==> src/rtl/sup1_defs_pkg.sv <==
// Shared definitions for the SUP-1 control path.
// Holds the opcode encodings, the control-word bit layout and the fixed
// micro-step numbers used by the sequencer and its microcode ROM.
package sup1_defs;

    // Opcodes (IR[7:4]); 9..D are unused and behave as NOP.
    localparam int OP_NOP = 0;
    localparam int OP_LDA = 1;
    localparam int OP_ADD = 2;
    localparam int OP_SUB = 3;
    localparam int OP_STA = 4;
    localparam int OP_LDI = 5;
    localparam int OP_JMP = 6;
    localparam int OP_JC  = 7;
    localparam int OP_JZ  = 8;
    localparam int OP_OUT = 14;
    localparam int OP_HLT = 15;

    // Control-word bit indices (pc_up is not part of the word; it is constant).
    localparam int CW_WIDTH = 15;
    localparam int CW_CO  = 14;
    localparam int CW_CE  = 13;
    localparam int CW_JMP = 12;
    localparam int CW_MI  = 11;
    localparam int CW_RI  = 10;
    localparam int CW_RO  = 9;
    localparam int CW_II  = 8;
    localparam int CW_IO  = 7;
    localparam int CW_AI  = 6;
    localparam int CW_AO  = 5;
    localparam int CW_BI  = 4;
    localparam int CW_EO  = 3;
    localparam int CW_SU  = 2;
    localparam int CW_FI  = 1;
    localparam int CW_OI  = 0;

    // Micro-step numbers.
    localparam int T_FETCH0 = 0;
    localparam int T_FETCH1 = 1;
    localparam int T_EXEC0  = 2;
    localparam int T_EXEC1  = 3;
    localparam int T_EXEC2  = 4;

    typedef logic [CW_WIDTH-1:0] cw_t;

endpackage

==> src/rtl/microcode_rom.sv <==
// Combinational microcode for SUP-1: maps (step, opcode, flags) to the
// control word. No state; halt/reset masking is done by the sequencer.
// Ports:
//   step    in  SW        current micro-step
//   opcode  in  OPW       IR[7:4]
//   flag_c  in  1         ALU carry flag (only consulted in T2)
//   flag_z  in  1         ALU zero flag  (only consulted in T2)
//   cw      out CW_WIDTH  control word, bit layout from sup1_defs
module microcode_rom
    import sup1_defs::*;
#(
    parameter int OPW = 4,
    parameter int SW  = 3
) (
    input  logic [SW-1:0]  step,
    input  logic [OPW-1:0] opcode,
    input  logic           flag_c,
    input  logic           flag_z,
    output cw_t            cw
);

    always_comb begin
        cw = '0;
        if (step == SW'(T_FETCH0)) begin
            cw[CW_CO] = 1'b1;
            cw[CW_MI] = 1'b1;
        end else if (step == SW'(T_FETCH1)) begin
            cw[CW_RO] = 1'b1;
            cw[CW_II] = 1'b1;
            cw[CW_CE] = 1'b1;
        end else if (step == SW'(T_EXEC0)) begin
            case (int'(opcode))
                OP_LDA, OP_ADD, OP_SUB, OP_STA: begin
                    cw[CW_IO] = 1'b1;
                    cw[CW_MI] = 1'b1;
                end
                OP_LDI: begin
                    cw[CW_IO] = 1'b1;
                    cw[CW_AI] = 1'b1;
                end
                OP_JMP: begin
                    cw[CW_IO]  = 1'b1;
                    cw[CW_JMP] = 1'b1;
                end
                // Conditional jumps decide here only; later steps ignore flags.
                OP_JC: begin
                    cw[CW_IO]  = flag_c;
                    cw[CW_JMP] = flag_c;
                end
                OP_JZ: begin
                    cw[CW_IO]  = flag_z;
                    cw[CW_JMP] = flag_z;
                end
                OP_OUT: begin
                    cw[CW_AO] = 1'b1;
                    cw[CW_OI] = 1'b1;
                end
                default: ;
            endcase
        end else if (step == SW'(T_EXEC1)) begin
            case (int'(opcode))
                OP_LDA: begin
                    cw[CW_RO] = 1'b1;
                    cw[CW_AI] = 1'b1;
                end
                OP_ADD, OP_SUB: begin
                    cw[CW_RO] = 1'b1;
                    cw[CW_BI] = 1'b1;
                end
                OP_STA: begin
                    cw[CW_AO] = 1'b1;
                    cw[CW_RI] = 1'b1;
                end
                default: ;
            endcase
        end else if (step == SW'(T_EXEC2)) begin
            if (int'(opcode) == OP_ADD || int'(opcode) == OP_SUB) begin
                cw[CW_EO] = 1'b1;
                cw[CW_AI] = 1'b1;
                cw[CW_FI] = 1'b1;
                cw[CW_SU] = (int'(opcode) == OP_SUB);
            end
        end
    end

endmodule

==> src/rtl/control_sequencer.sv <==
// SUP-1 control sequencer: steps the fetch/execute ring and drives all
// bus/register strobes from the microcode ROM. One instruction per STEPS clocks.
// Ports:
//   clk, rst          clock, synchronous active-high reset
//   opcode            IR[7:4]
//   flag_c, flag_z    registered ALU flags
//   step              current micro-step (forced 0 while rst is high)
//   hlt               machine halted
//   co ce jmp pc_up   PC strobes (pc_up constant 1)
//   mi ri ro          MAR/RAM strobes
//   ii io             IR strobes
//   ai ao bi          A/B register strobes
//   eo su fi          ALU / flag strobes
//   oi                output register load
module control_sequencer
    import sup1_defs::*;
#(
    parameter int OPW   = 4,
    parameter int STEPS = 5,
    parameter int SW    = 3
) (
    input  logic           clk,
    input  logic           rst,
    input  logic [OPW-1:0] opcode,
    input  logic           flag_c,
    input  logic           flag_z,
    output logic [SW-1:0]  step,
    output logic           hlt,
    output logic           co,
    output logic           ce,
    output logic           jmp,
    output logic           pc_up,
    output logic           mi,
    output logic           ri,
    output logic           ro,
    output logic           ii,
    output logic           io,
    output logic           ai,
    output logic           ao,
    output logic           bi,
    output logic           eo,
    output logic           su,
    output logic           fi,
    output logic           oi
);

    logic [SW-1:0] step_q;
    logic          halted;
    cw_t           rom_cw;
    cw_t           cw;

    always_ff @(posedge clk) begin
        if (rst) begin
            step_q <= '0;
            halted <= 1'b0;
        end else if (!halted) begin
            // HLT latches at the end of T2; the step still advances to T3 and freezes there.
            if (step_q == SW'(T_EXEC0) && opcode == OPW'(OP_HLT))
                halted <= 1'b1;
            step_q <= (step_q == SW'(STEPS - 1)) ? '0 : step_q + 1'b1;
        end
    end

    microcode_rom #(.OPW(OPW), .SW(SW)) u_rom (
        .step   (step_q),
        .opcode (opcode),
        .flag_c (flag_c),
        .flag_z (flag_z),
        .cw     (rom_cw)
    );

    // Reset and halt both silence the whole word so no consumer sees a stray strobe.
    assign cw    = (rst || halted) ? '0 : rom_cw;
    assign step  = rst ? '0 : step_q;
    assign hlt   = halted & ~rst;
    assign pc_up = 1'b1;

    assign co  = cw[CW_CO];
    assign ce  = cw[CW_CE];
    assign jmp = cw[CW_JMP];
    assign mi  = cw[CW_MI];
    assign ri  = cw[CW_RI];
    assign ro  = cw[CW_RO];
    assign ii  = cw[CW_II];
    assign io  = cw[CW_IO];
    assign ai  = cw[CW_AI];
    assign ao  = cw[CW_AO];
    assign bi  = cw[CW_BI];
    assign eo  = cw[CW_EO];
    assign su  = cw[CW_SU];
    assign fi  = cw[CW_FI];
    assign oi  = cw[CW_OI];

endmodule

==> config.mk <==
export PLATFORM = sky130hd
export DESIGN_NAME = control_sequencer
export DESIGN_NICKNAME = d
export VERILOG_FILES = /design/src/rtl/sup1_defs_pkg.sv /design/src/rtl/microcode_rom.sv /design/src/rtl/control_sequencer.sv
export SDC_FILE = /design/constraint.sdc
export NUM_CORES = 1
export LEC_CHECK = 0
export ABC_AREA = 1
export CAP_MARGIN = 20
export CELL_PAD_IN_SITES_DETAIL_PLACEMENT = 1
export CELL_PAD_IN_SITES_GLOBAL_PLACEMENT = 1
export CORE_ASPECT_RATIO = 1.5
export CORE_MARGIN = 10
export CORE_UTILIZATION = 28
export CTS_BUF_LIST = sky130_fd_sc_hd__clkbuf_4
export DETAILED_ROUTE_END_ITERATION = 7
export PLACE_DENSITY = 0.88
export SYNTH_ARGS = -nofsm -noshare
export SYNTH_HDL_FRONTEND = slang
export SYNTH_SLANG_ARGS = --single-unit
==> constraint.sdc <==
create_clock -name clk -period 1.9 [get_ports clk]
set_input_delay 0.38 -clock clk [delete_from_list [all_inputs] [get_ports clk]]
set_output_delay 0.38 -clock clk [all_outputs]
set_load 0.03 [all_outputs]
==> run metrics, run 1 <==
reg2reg setup slack=just under 0.8 ns; CTS tree=built; worst IR drop on VDD=about 0.00036 V; hold crit path type=reg2reg; outcome=complete, no violations; H-tree depth=1; initial antenna violation count=0; number of global-route vias before repair=between 800 and 900; Final Critical Period=~1.8 ns; initial drt markers=30; DP Cell Count=roughly 160; flops & latches, synth=4; top cells by area, synth=dfxtp_1 13%, nand2_1 13%, inv_1 10%; final worst-path cycle share=0.9692; synth-to-layout area growth=75.99%; sequential area share after synthesis=0.1270; IO Pins=28; setup ws final=just under 0.06 ns; drt total wl=2.579 mm; fin. max-slew vios=0; die height=slightly below 80 um; vias per cell=just under 5; layout cells sized above 1=0.5461; detailed-route via count=between 800 and 900; clock skew=about 0.0022 ns; YS warnings=0; CTS max path bufs=2; Detail Route Antenna Nets=0; clock latency on the worst-skew pair=roughly 0.24 ns; Max Cap Violations=0; Post-Syn Nets=approximately 120; GRT Total Usage=0.1011; critical path fanouts, max=5; largest net degree at the start of global routing=7; global-route wire length before repair=about 3.8 mm; CP Data Required Time=around 1.5 ns; Post-Syn Area=about 630 sq um; Rows=21; pwr dens=approximately 490 nW/um^2; gr ovfl total=0; worst slack at placement=-0.1443 ns; Initial Util=0.2892; reg-to-reg startpoint=step_q[0]; top-count cell post-synth=nand2_1; Ant. Diodes=0; fin nets=156; WL met2=between 1.5 and 2 mm; synth unique cells=21; Leak=0.0005995 uW; final setup vio count=0; CTS Buf Count=3; crit path kind=reg2out; Clk pin slew, worst setup/hold paths=around 0.04 ns; IO buf count=26; Commonest cells post-synth=21 x nand2_1, 17 x inv_1, 16 x nor2_1; R2R cell count=6; Post-synth EDFFs=0; met3 routed WL=roughly 190 um; Wirelength per Cell=around 16 um; crit end category=output pin; Synth top area share=0.1270; top_reg_cell synth=dfxtp_1; CP startpoint=step_q[0]; reg2reg end=halted; Layout Cells excl Fill=164; Yosys top cell by area=dfxtp_1; syn_area_per_cell=roughly 6 sq um; Root Driver=clkbuf_4; # fillers=285; Achievable Freq=543.0 MHz; ys async rst share=0; DR pass1 iterations=4; full die area=between 4000 and 5000 sq um; Final GP Congestion=0.7695; Worst Path Arrival=between 1 and 1.5 ns; Post-Route M1 WL=~800 um; core outline area=between 2000 and 2500 sq um; die width=58.75 um; CP startpoint kind=flip-flop; uppermost routed layer=met4; Post-Syn Instances=~100; HPWL after DPL=roughly 1.9 mm; # DRC=0; CTS Sinks=4; CP endpoint=ri; Hold Fails Final Rpt=0
-- metrics by stage --
step                setup TNS [ns]  power [uW]  cell area (sq um)  hold WS (ns)    util
CTS                              0       487.6              982.2        0.4953  0.4504
floorplan                        0       272.0              638.1        0.4491       -
global route              -0.05648       590.1               1110        0.6103  0.5089
detailed placement          -1.263       359.6              917.1        0.5312  0.4205
finish                           0       549.3               1110        0.5730  0.5089
global placement           -0.6721       350.3              917.1        0.5247  0.4205
-- worst max-delay path, stage by stage, from the launching register on --
cell and delay (ns):
dfxtp_4 0.39, inv_4 0.06, ha_4 0.17, nand2_8 0.08, nand2_2 0.07, nor2_4 0.10
nand3_2 0.11, inv_1 0.09, buf_6 0.13
-- placed cells by master, fill, tap and decap left out, types with 2 or more instances in the layout --
cell type,synthesis,routed
nor2_4,4,5
inv_1,17,14
nand2_1,21,19
dfxtp_4,0,2
ha_4,0,5
nand3_1,8,6
dlygate4sd2_1,0,5
o21ai_0,3,2
buf_6,0,5
nand2_2,3,4
clkdlybuf4s50_1,0,2
nand3_2,2,4
buf_4,3,25
clkbuf_4,0,3
nor2_1,16,11
inv_2,4,3
nor2_2,2,6
o21ai_2,1,2
inv_4,0,3
nand2_4,4,4
-- kinds of logic after synthesis --
family                     after synthesis  synth area share
DFF                                      4            0.1270
other                                    1          0.005947
and+or+nand+nor                         62            0.5258
adders and majority gates                5           0.09921
buffers and inverters                   24            0.1607
AOI/OAI and AO/OA                        8           0.08135
-- how the worst min path moves through the flow --
stage | end | slack (ns) | cells after the start | startpoint
final | step_q[1] | 0.57 | 2 | step_q[1]
after global routing | halted | 0.61 | 2 | halted
after CTS | step_q[0] | 0.50 | 1 | step_q[0]
after detailed placement | step_q[0] | 0.53 | 1 | step_q[0]
after global placement | step_q[0] | 0.52 | 2 | step_q[0]
after floorplan | halted | 0.45 | 1 | rst
-- registers in the layout, summed over array words and instances (netlist names) --
register	flops
halted	1
step_q	3
-- what timing repair did --
item,4_1_cts,5_1_grt
resized for setup,20,27
hold buffers,0,0
endpoints found under the setup margin,14,11
pin swaps,2,7
setup buffers,0,3
-- layer usage --
metal | vias to the layer above | GRT usage
li1 | 391 | -
met1 | 381 | 0.08280
met2 | 30 | 0.2025
met3 | 5 | 0.03382
met4 | 0 | 0.04147
met5 | - | 0
-- layout make-up --
class	instances	area [sq um]	area share
flip-flops and latches	4	88.84	0.08005
inverters	21	91.34	0.08230
repair buffers	37	307.8	0.2773
well taps	23	28.78	0.02593
multi-input cells	76	570.5	0.5141
clock buffers	3	22.52	0.02029
-- power breakdown --
part	internal [uW]	total (uW)	switching [uW]
combinational	132	325	193
clock	71.0	111	40.4
sequential	94.3	113	18.3
(Power assumes the default switching activity.)
==> inputs of run 2 (changes only) <==
- CELL_PAD_IN_SITES_DETAIL_PLACEMENT: 1 -> 0
==> run metrics, run 2 (same netlist as run 1, synthesis figures left out) <==
outcome=complete, no violations; fin nets=between 150 and 200; max FFs per register=3; Final Critical Period=approximately 1.8 ns; clock latency on the worst-skew pair=0.24 ns; Rows=21; largest net degree at the start of global routing=7; IO buf count=26; Achievable Freq=between 500 and 600 MHz; CTS max path bufs=2; most frequent cells in the layout=26 x buf_4, 19 x nand2_1, 15 x inv_1, 13 x nor2_1, 8 x nand3_1; die width=just under 60 um; HPWL after DPL=~1.5 mm; largest registers=step_q: 3 flops, halted: 1 flops; core outline area=2181 sq um; hold crit path type=reg2reg; H-tree depth=1; final setup vio count=0; Wirelength per Cell=around 12 um; RSZ-0062 raised after global routing=yes; CTS tree=built; Detail Route Antenna Nets=0; Hold Fails Final Rpt=0; cell area after placement=917.1 sq um; Root Driver=clkbuf_4; Slowest-stage cell, CP=dfxtp_4; reg2reg setup slack=just under 0.8 ns; Clk pin slew, worst setup/hold paths=approximately 0.040 ns; crit path buf inv count=2; layout cells sized above 1=0.4965; Pint=~280 uW; setup ws final=approximately 0.074 ns; worst path cell trace=inv_4, ha_2, nand2_4, nand2_4, nor2_4, and3_1, buf_6; vias per cell=4.530; DR pass1 iterations=3; crit end category=output pin; clock skew=slightly below 0.003 ns; gr ovfl total=0; worst slack at placement=-0.09495 ns; crit path kind=reg2out; fin. max-slew vios=0; drt total wl=between 1.5 and 2 mm; Logic pwr share=0.572; Largest Register=step_q; DP Cell Count=~160; critical path's top delay family=simple AND/OR/NAND/NOR gates; # DRC=0; final core occ=0.4836; Layout Cells excl Fill=around 160; die height=78.12 um; Sw Pwr=between 200 and 250 uW; Initial Util=0.2892; worst IR drop on VDD=roughly 0.00031 V; CP Data Required Time=approximately 1.5 ns; Final GP Congestion=0.7695; CTS Buf Count=3; Worst Path Arrival=1.45 ns; full die area=between 4000 and 5000 sq um; Max Cap Violations=0; global-route wire length before repair=between 3 and 4 mm; commonest non-fill, non-tap cell in the layout=buf_4; initial drt markers=13; Clk pwr share=0.215; final worst-path cycle share=0.9613; detailed-route via count=743; Ant. Diodes=0; Worst path max stage delay=just under 0.4 ns; IO Pins=28; initial antenna violation count=0; synth-to-layout area growth=67.26%; Design Area, Final=1055 sq um; switching part of the total=0.4390; Seq pwr share=0.213; CTS Sinks=4; GRT Total Usage=0.08192; pwr dens=around 480 nW/um^2; critical path fanouts, max=5; CP startpoint kind=flip-flop; number of global-route vias before repair=760; Hold Buf Count CTS=0; most used cell along the critical path=nand2_4; setup tns final=0 ns; Leak=between 0.0005 and 0.0006 uW
-- run 2: metal layers --
metal | GRT usage | routed length, um | part of all wire
met1 | 0.08464 | 787 | 0.40
met2 | 0.1445 | 1043 | 0.53
met3 | 0.02093 | 126 | 0.064
met4 | 0.04147 | 23 | 0.012
met5 | 0 | 0 | 0
-- run 2: metrics by stage --
| stage | hold WS (ns) | total power (uW) |
|---|---|---|
| floorplan | 0.4491 | 272.0 |
| global placement | 0.5247 | 350.3 |
| detailed placement | 0.5392 | 351.4 |
| CTS | 0.5214 | 476.8 |
| global route | 0.5537 | 539.1 |
| finish | 0.5326 | 501.6 |
-- run 2: final timing paths --
| kind | start | cells after the start | endpoint |
|---|---|---|---|
| worst min-delay path | step_q[0] | 1 | step_q[0] |
| worst max register to register | step_q[0] | 6 | halted |
| worst max-delay path | step_q[0] | 7 | bi |
| worst min register to register | step_q[0] | 1 | step_q[0] |
-- run 2: timing repair --
action | in CTS | in global routing
setup endpoints to repair | 14 | 11
setup buffers | 0 | 3
pin swaps | 3 | 4
gates resized for setup | 16 | 17
-- run 2: cell type report --
class	count	area (sq um)
sequential	4	87.58
multi-input combinational	76	528.0
timing repair buffer	37	304.0
clock buffer	3	22.52
inverter	21	83.83
fill	239	1126
tap	23	28.78
-- run 2: power by group through the flow --
stage                     Clock [uW]  Combinational, uW  Sequential [uW]
after floorplan                    0                173             99.4
after global placement             0                249              101
after detailed placement           0                250              102
after CTS                        112                263              102
after global routing             115                316              108
final                            108                287              107
-- run 2: worst reg2reg max path, delay by kind of cell, from the launching register on --
family,cells,cell delay [ns]
flip-flops,1,0.36
adder cells (fa/ha/maj),1,0.19
buffers and inverters,2,0.18
AND/OR/NAND/NOR,2,0.17
AO/OA/AOI/OAI,1,0.13
